## src/rtl/shift_deserializer.sv

```systemverilog
// shift_deserializer: serial-in/parallel-out receiver for the MSB-first single-bit link.
// Latency: a word is visible on data_out the cycle after the edge that samples its final bit.
// Backpressure: one-word holding buffer (full/rd_enable); a word completing while full and unread is dropped and flags overrun.
//
// Parameters:
//   DATA_WIDTH  word width in bits (>= 2)
// Ports:
//   clk         rising-edge clock
//   reset       asynchronous active-low reset
//   enable      bit-valid strobe; data_in sampled when enable=1 and sync=0
//   sync        realign: clears bit counter, shift buffer and overrun; no sample that cycle
//   data_in     serial bit, MSB first
//   rd_enable   consumer acknowledge of the held word
//   data_out    last delivered word
//   data_valid  one-cycle pulse per delivered word
//   full        delivered word not yet acknowledged
//   overrun     sticky: a word was dropped because the buffer was full
//   parity_err  parity result of the last delivered word (0 unless parity enabled)
// Build option:
//   SHIFT_DESERIALIZER_PARITY_EN  append an even-parity bit to each frame and check it on delivery.

module shift_deserializer #(
  parameter int DATA_WIDTH = 8
) (
  input  logic                  clk,
  input  logic                  reset,
  input  logic                  enable,
  input  logic                  sync,
  input  logic                  data_in,
  input  logic                  rd_enable,
  output logic [DATA_WIDTH-1:0] data_out,
  output logic                  data_valid,
  output logic                  full,
  output logic                  overrun,
  output logic                  parity_err
);

`ifdef SHIFT_DESERIALIZER_PARITY_EN
  localparam int FRAME = DATA_WIDTH + 1;
`else
  localparam int FRAME = DATA_WIDTH;
`endif
  localparam int CNT_W = (FRAME > 2) ? $clog2(FRAME) : 1;
  localparam logic [CNT_W-1:0] LAST_CNT = CNT_W'(FRAME - 1);

  logic [DATA_WIDTH-1:0] shift_q, shift_d;
  logic [CNT_W-1:0]      cnt_q, cnt_d;
  logic [DATA_WIDTH-1:0] data_q, data_d;
  logic                  full_q, full_d;
  logic                  ovr_q, ovr_d;
  logic                  vld_q, vld_d;

  logic                  sample;
  logic                  complete;
  logic                  deliver;
  logic                  drop;
  logic [DATA_WIDTH-1:0] shift_nxt;
  logic [DATA_WIDTH-1:0] assembled;

  // sync takes priority over enable: a sync cycle never samples a bit.
  assign sample    = enable & ~sync;
  assign complete  = sample & (cnt_q == LAST_CNT);
  // A read on the completion edge frees the buffer in time for the new word.
  assign deliver   = complete & (~full_q | rd_enable);
  assign drop      = complete & full_q & ~rd_enable;
  assign shift_nxt = {shift_q[DATA_WIDTH-2:0], data_in};

`ifdef SHIFT_DESERIALIZER_PARITY_EN
  // The final bit of the frame is parity, so the shift register already
  // holds exactly the data bits when the frame completes.
  assign assembled = shift_q;
`else
  // The final data bit is still on data_in; fold it in combinationally so the
  // word is delivered on the same edge that samples it.
  assign assembled = shift_nxt;
`endif

  always_comb begin
    shift_d = shift_q;
    cnt_d   = cnt_q;
    data_d  = data_q;
    full_d  = full_q;
    ovr_d   = ovr_q;
    vld_d   = 1'b0;

    if (sync) begin
      shift_d = '0;
      cnt_d   = '0;
      ovr_d   = 1'b0;
    end else if (enable) begin
      shift_d = shift_nxt;
      cnt_d   = complete ? '0 : cnt_q + CNT_W'(1);
    end

    // Read acknowledge; a delivery on the same edge re-fills the buffer below.
    if (rd_enable && full_q) begin
      full_d = 1'b0;
    end

    if (deliver) begin
      data_d = assembled;
      full_d = 1'b1;
      vld_d  = 1'b1;
    end

    if (drop) begin
      ovr_d = 1'b1;
    end
  end

  always_ff @(posedge clk or negedge reset) begin
    if (!reset) begin
      shift_q <= '0;
      cnt_q   <= '0;
      data_q  <= '0;
      full_q  <= 1'b0;
      ovr_q   <= 1'b0;
      vld_q   <= 1'b0;
    end else begin
      shift_q <= shift_d;
      cnt_q   <= cnt_d;
      data_q  <= data_d;
      full_q  <= full_d;
      ovr_q   <= ovr_d;
      vld_q   <= vld_d;
    end
  end

`ifdef SHIFT_DESERIALIZER_PARITY_EN
  logic perr_q, perr_d;

  // Even parity: XOR over data bits and the parity bit must be 0.
  // Dropped words leave the previous result in place.
  always_comb begin
    perr_d = perr_q;
    if (deliver) begin
      perr_d = (^shift_q) ^ data_in;
    end
  end

  always_ff @(posedge clk or negedge reset) begin
    if (!reset) begin
      perr_q <= 1'b0;
    end else begin
      perr_q <= perr_d;
    end
  end

  assign parity_err = perr_q;
`else
  assign parity_err = 1'b0;
`endif

  assign data_out   = data_q;
  assign data_valid = vld_q;
  assign full       = full_q;
  assign overrun    = ovr_q;

endmodule
```

## config.mk

```make
export PLATFORM = sky130hd
export DESIGN_NAME = shift_deserializer
export DESIGN_NICKNAME = d
export VERILOG_FILES = /design/src/rtl/shift_deserializer.sv
export SDC_FILE = /design/constraint.sdc
export NUM_CORES = 1
export LEC_CHECK = 0
export BUFFER_PORTS_ARGS = -buffer_cell sky130_fd_sc_hd__buf_2
export CAP_MARGIN = 20
export CORE_ASPECT_RATIO = 0.9
export CORE_UTILIZATION = 46
export DETAILED_ROUTE_END_ITERATION = 10
export GPL_ROUTABILITY_DRIVEN = 0
export PLACE_DENSITY_LB_ADDON = 0.3
export SYNTH_ARGS = -nofsm -noshare
export SYNTH_HDL_FRONTEND = slang
export SYNTH_SLANG_ARGS = --single-unit
```

## constraint.sdc

```tcl
create_clock -name clk -period 1.6 [get_ports clk]
set_clock_uncertainty 0.15 [all_clocks]
set_input_delay 0.08 -clock clk [delete_from_list [all_inputs] [get_ports clk]]
set_output_delay 0.08 -clock clk [all_outputs]
set_load 0.1 [all_outputs]
```

# Word level (Yosys, flattened, before mapping)
# Index checks and enable logic that the tools add are counted.
# word_totals
ff_bits	21
input_bits	6
output_inout_bits	12
elab_cells	31
# classes
addsub	1
eq_ne	1
n_mux	10
bitwise	9
n_reduce_logical	4
# op_table
cell	count
two-way mux 7 bit	2
two-way mux 3 bit	3
nonzero test 2 bit	3
bitwise AND 1 bit	5
two-way mux 1 bit	5
adder 3 x 1 -> 3 bit (second input constant)	1
== test 3 bit (second input constant)	1
NOT 1 bit	3
logical AND 1 bit	1
bitwise OR 1 bit	1

# Depth between registers and ports, before layout
# depth
ltp_word	6
ltp_mapped	5
depth_no_buf	5

# Worst setup path before layout
# Ideal clock, no wire load.
# synth_timing
kind	reg-to-reg
from	reg full_q, in the netlist full
to	reg data_q[0], in the netlist data_out[0]
arrival_ns	1.736
required_time_ns	1.325
slack_ns	-0.411
stages_incl_launch_ff	4
n_path_buf	0
cell_sequence	dfrtp_1 > nor2b_1 > nor3_4 > mux2_2
# synth_via
elab_chain_cells	3
# synth_rtl
element	line_no	rtl
start: declaration	49	logic full_q, full_d;
start signal: assignment	123	full_q <= full_d;
NOT 1 bit	64	assign deliver = complete & (~full_q | rd_enable);
bitwise OR 1 bit	64	
bitwise AND 1 bit	64	
named net deliver	55	logic deliver;
end signal: assignment	122	data_q <= data_d;
end: declaration	48	logic [DATA_WIDTH-1:0] data_q, data_d;
# The timed path passes the listed nets, and every way through them passes these cells.
# A chain may end at the register's enable or synchronous reset.

# Worst setup path after layout
# layout_timing
from	reg cnt_q[1]
to	reg data_q[0], in the netlist data_out[0]
# layout_via
elab_chain_cells	3
# layout_rtl
element	line_no	rtl
start: declaration	47	logic [CNT_W-1:0] cnt_q, cnt_d;
start signal: assignment	121	cnt_q <= cnt_d;
== test 3 bit	62	assign complete = sample & (cnt_q == LAST_CNT);
bitwise AND 1 bit	62	
bitwise AND 1 bit	64	
named net deliver	55	
# The timed path passes the listed nets, and every way through them passes these cells.

==> metrics.md <==
| Metric | Value |
|---|---|
| Status | complete, but fails checks |
| Failing checks | hold timing, setup timing |
| Part of the power in registers | between 60% and 70% |
| H-tree levels | 1 |
| Die X | approximately 47 um |
| Met1 Usage GRT | around a quarter |
| CTS buffer count | 3 |
| Final Hold Viols | 1 |
| CP arrival | 1.67 ns |
| Fillers | roughly 130 |
| Met3 Usage GRT | 3.83% |
| Reg clk slew, reported paths | between 0.1 and 0.15 ns |
| Antenna Cells | 0 |
| GR peak layer | met2 |
| Area Growth Syn to Fin | 32.6% |
| Top-level I/O count | 18 |
| Leading area contributor after synthesis | dfrtp_1 |
| FFs w/ async S/R, synth | 100% |
| Fin worst setup slack | -0.0342 ns |
| Post-synth EDFFs | 0 |
| GR Util met2 | between 20% and 30% |
| Crit. End Element | flop |
| Unrepaired setup endpoints after global routing | yes |
| Vias in the first global route | 568 |
| Count leader, synth | dfrtp_1 |
| Die H | roughly 43 um |
| Sw Share | 23.0% |
| Yosys synthesis warning count | 0 |
| CP Class | reg -> reg |
| Total track usage | a little under a fifth |
| Net Switching | between 0.15 and 0.2 mW |
| Core outline area | approximately 0.0017 mm2 |
| Shortest period the worst path allows | roughly 1.6 ns |
| Max-slew violations | 0 |
| Synth cell types | 18 |
| CTS Hold Bufs | 4 |
| ANT nets after route | 0 |
| # rows | 14 |
| Buffers on Ports | 16 |
| MaxCap Viol Count | 0 |
| Root buf cell | clkbuf_4 |
| Worst slack at placement | -0.0473 ns |
| Setup-failing EPs final | 8 |
| Drt first pass iters | 4 |
| Initial Util | around 50% |
| Fin nets | between 100 and 150 |
| Latest clock arrival within the worst-skew pair | 0.29 ns |
| Global-route wire length before repair | roughly 2600 um |
| Crit path required time | about 1.6 ns |
| Drt total wl | around 1500 um |
| Die area | about 0.0020 mm2 |
| Fin Hold WS | -0.00226 ns |
| TritonCTS clock tree | built |
| Share of the synthesized area in the top cell type | roughly 62% |
| Worst Path Max Fanout | 4 |
| Hpwl dp | 982 um |
| Via/cell ratio | 4.78 |
| CP cell instances | ha_2 -> ha_4 -> nand2_4 -> nor3_4 -> buf_6 -> mux2_2 |
| Fin crit share | 102% |
| Synthesized instance count | 64 |
| Layout cell share with drive strength beyond 1 | between 40 and 50% |
| CTS sink count | 21 |
| Largest cells by area after synthesis | dfrtp_1, mux2_2, mux2i_1, nor2_1, ha_1 |
| Initial DRC count | 7 |
| CP Launch Type | flop |
| FF+latch count, synth | 21 |
| Register area share after synthesis | 61.8% |
| Mapped Nets | between 70 and 80 |
| Main flop type after synthesis | dfrtp_1 |
| Commonest cells post-synth | dfrtp_1, nor2_1, mux2_2, mux2i_1 |
| Peak Freq | around 0.61 GHz |
| Via Count | about 560 |
| Largest net degree at the start of global routing | 22 |
| Max clock buf depth | 2 |
| HP Class | in -> reg |
| Int Pwr | between 0.6 and 0.7 mW |
| # DRC | 0 |
| Clk pwr share | 28.4% |
| Slowest stage cell, crit path | dfrtp_1 |
| Worst path max stage delay | roughly 0.37 ns |
| Avg Inst Size Synth | ~13 um2 |
| Leakage power | ~0.60 nW |
| Total gr overflow | 0 |
| WL per Instance | 13.1 um |
| Initial antenna violation count | 0 |
| Power Density | between 700 and 800 mW/mm2 |
| Comb pwr share | 8.5% |
| Sum Neg Setup Slack | -0.225 ns |
| Syn Std Cell Area | 851 um2 |
| Worst VDD drop | between 0.0004 and 0.0005 V |
-- power groups by stage --
stage                     clock [mW]  sequential (mW)  combinational, mW
after floorplan                    0            0.553             0.0367
after global placement             0            0.552             0.0623
after detailed placement           0            0.552             0.0625
after CTS                      0.253            0.542             0.0729
after global routing           0.270            0.543             0.0815
final                          0.244            0.542             0.0731
-- metal layers --
metal | wire length [um] | vias up | part of all wire [%]
li1 | - | 275 | -
met1 | 722 | 263 | 47
met2 | 731 | 15 | 48
met3 | 53 | 2 | 3.5
met4 | 13 | 0 | 0.85
met5 | 0 | - | 0
-- timing repair --
item | in CTS | in global routing
endpoints found under the setup margin | 8 | 8
gates resized for setup | 11 | 2
endpoints found under the hold margin | 32 | 1
setup buffers | 0 | 2
-- flip-flops by register name (all words and copies together), names as in the netlist --
| signal | flops |
|---|---|
| shift_q | 7 |
| full | 1 |
| data_valid | 1 |
| overrun | 1 |
| cnt_q | 3 |
| data_out | 8 |
-- logic make-up after synthesis --
kind of cell	Yosys count	synth area share, %
AOI/OAI and AO/OA	4	2.79
and+or+nand+nor	16	9.71
buffers and inverters	4	2.35
other	1	0.441
DFF	21	61.8
muxes	16	20.0
adders and majority gates	2	2.94
-- final timing paths --
check                           cells past startpoint  slack, ns   startpoint     endpoint
max in group asynchronous                           2       0.85        reset         full
worst max-delay path                                6      -0.03     cnt_q[1]  data_out[0]
min in group asynchronous                           2       0.10        reset         full
worst min register to register                      1       0.36  data_out[2]  data_out[2]
worst min-delay path                                4     -0.002       enable         full
worst max register to register                      6      -0.03     cnt_q[1]  data_out[0]
-- placed cells by master, fill, tap and decap left out, types with 3 or more instances in the layout --
cell type,netlist,layout
nor2_1,10,10
buf_2,1,16
dlygate4sd3_1,0,4
clkbuf_4,0,3
dfrtp_1,21,20
mux2_4,0,5
mux2i_1,8,8
mux2_2,8,3
buf_4,1,5
-- through the flow --
step	hold slack, ns	cells	total power [mW]	util (%)	instance area, um2
detailed placement	-0.0964	106	0.615	58.5	993
CTS	-0.0981	114	0.869	65.0	1100
finish	-0.00226	116	0.860	66.4	1130
global route	-0.0123	116	0.894	66.4	1130
global placement	-0.0978	106	0.614	58.5	993
floorplan	-0.366	64	0.589	-	862
-- cell type report --
cell class	count	area [um2]	area share [%]
sequential	21	529	46.9
tap	24	30.0	2.66
multi-input combinational	39	359	31.8
clock buffer	4	26.3	2.33
timing repair buffer	27	180	16.0
inverter	1	3.75	0.333
-- worst max-delay path, delay by kind of cell, from the launching register on --
| family | cells | cell delay (ns) |
|---|---|---|
| buffers and inverters | 1 | 0.14 |
| and+or+nand+nor | 2 | 0.21 |
| adders and majority gates | 2 | 0.34 |
| muxes | 1 | 0.33 |
| DFF | 1 | 0.37 |
Note: power is estimated with default switching activity, not from simulation.
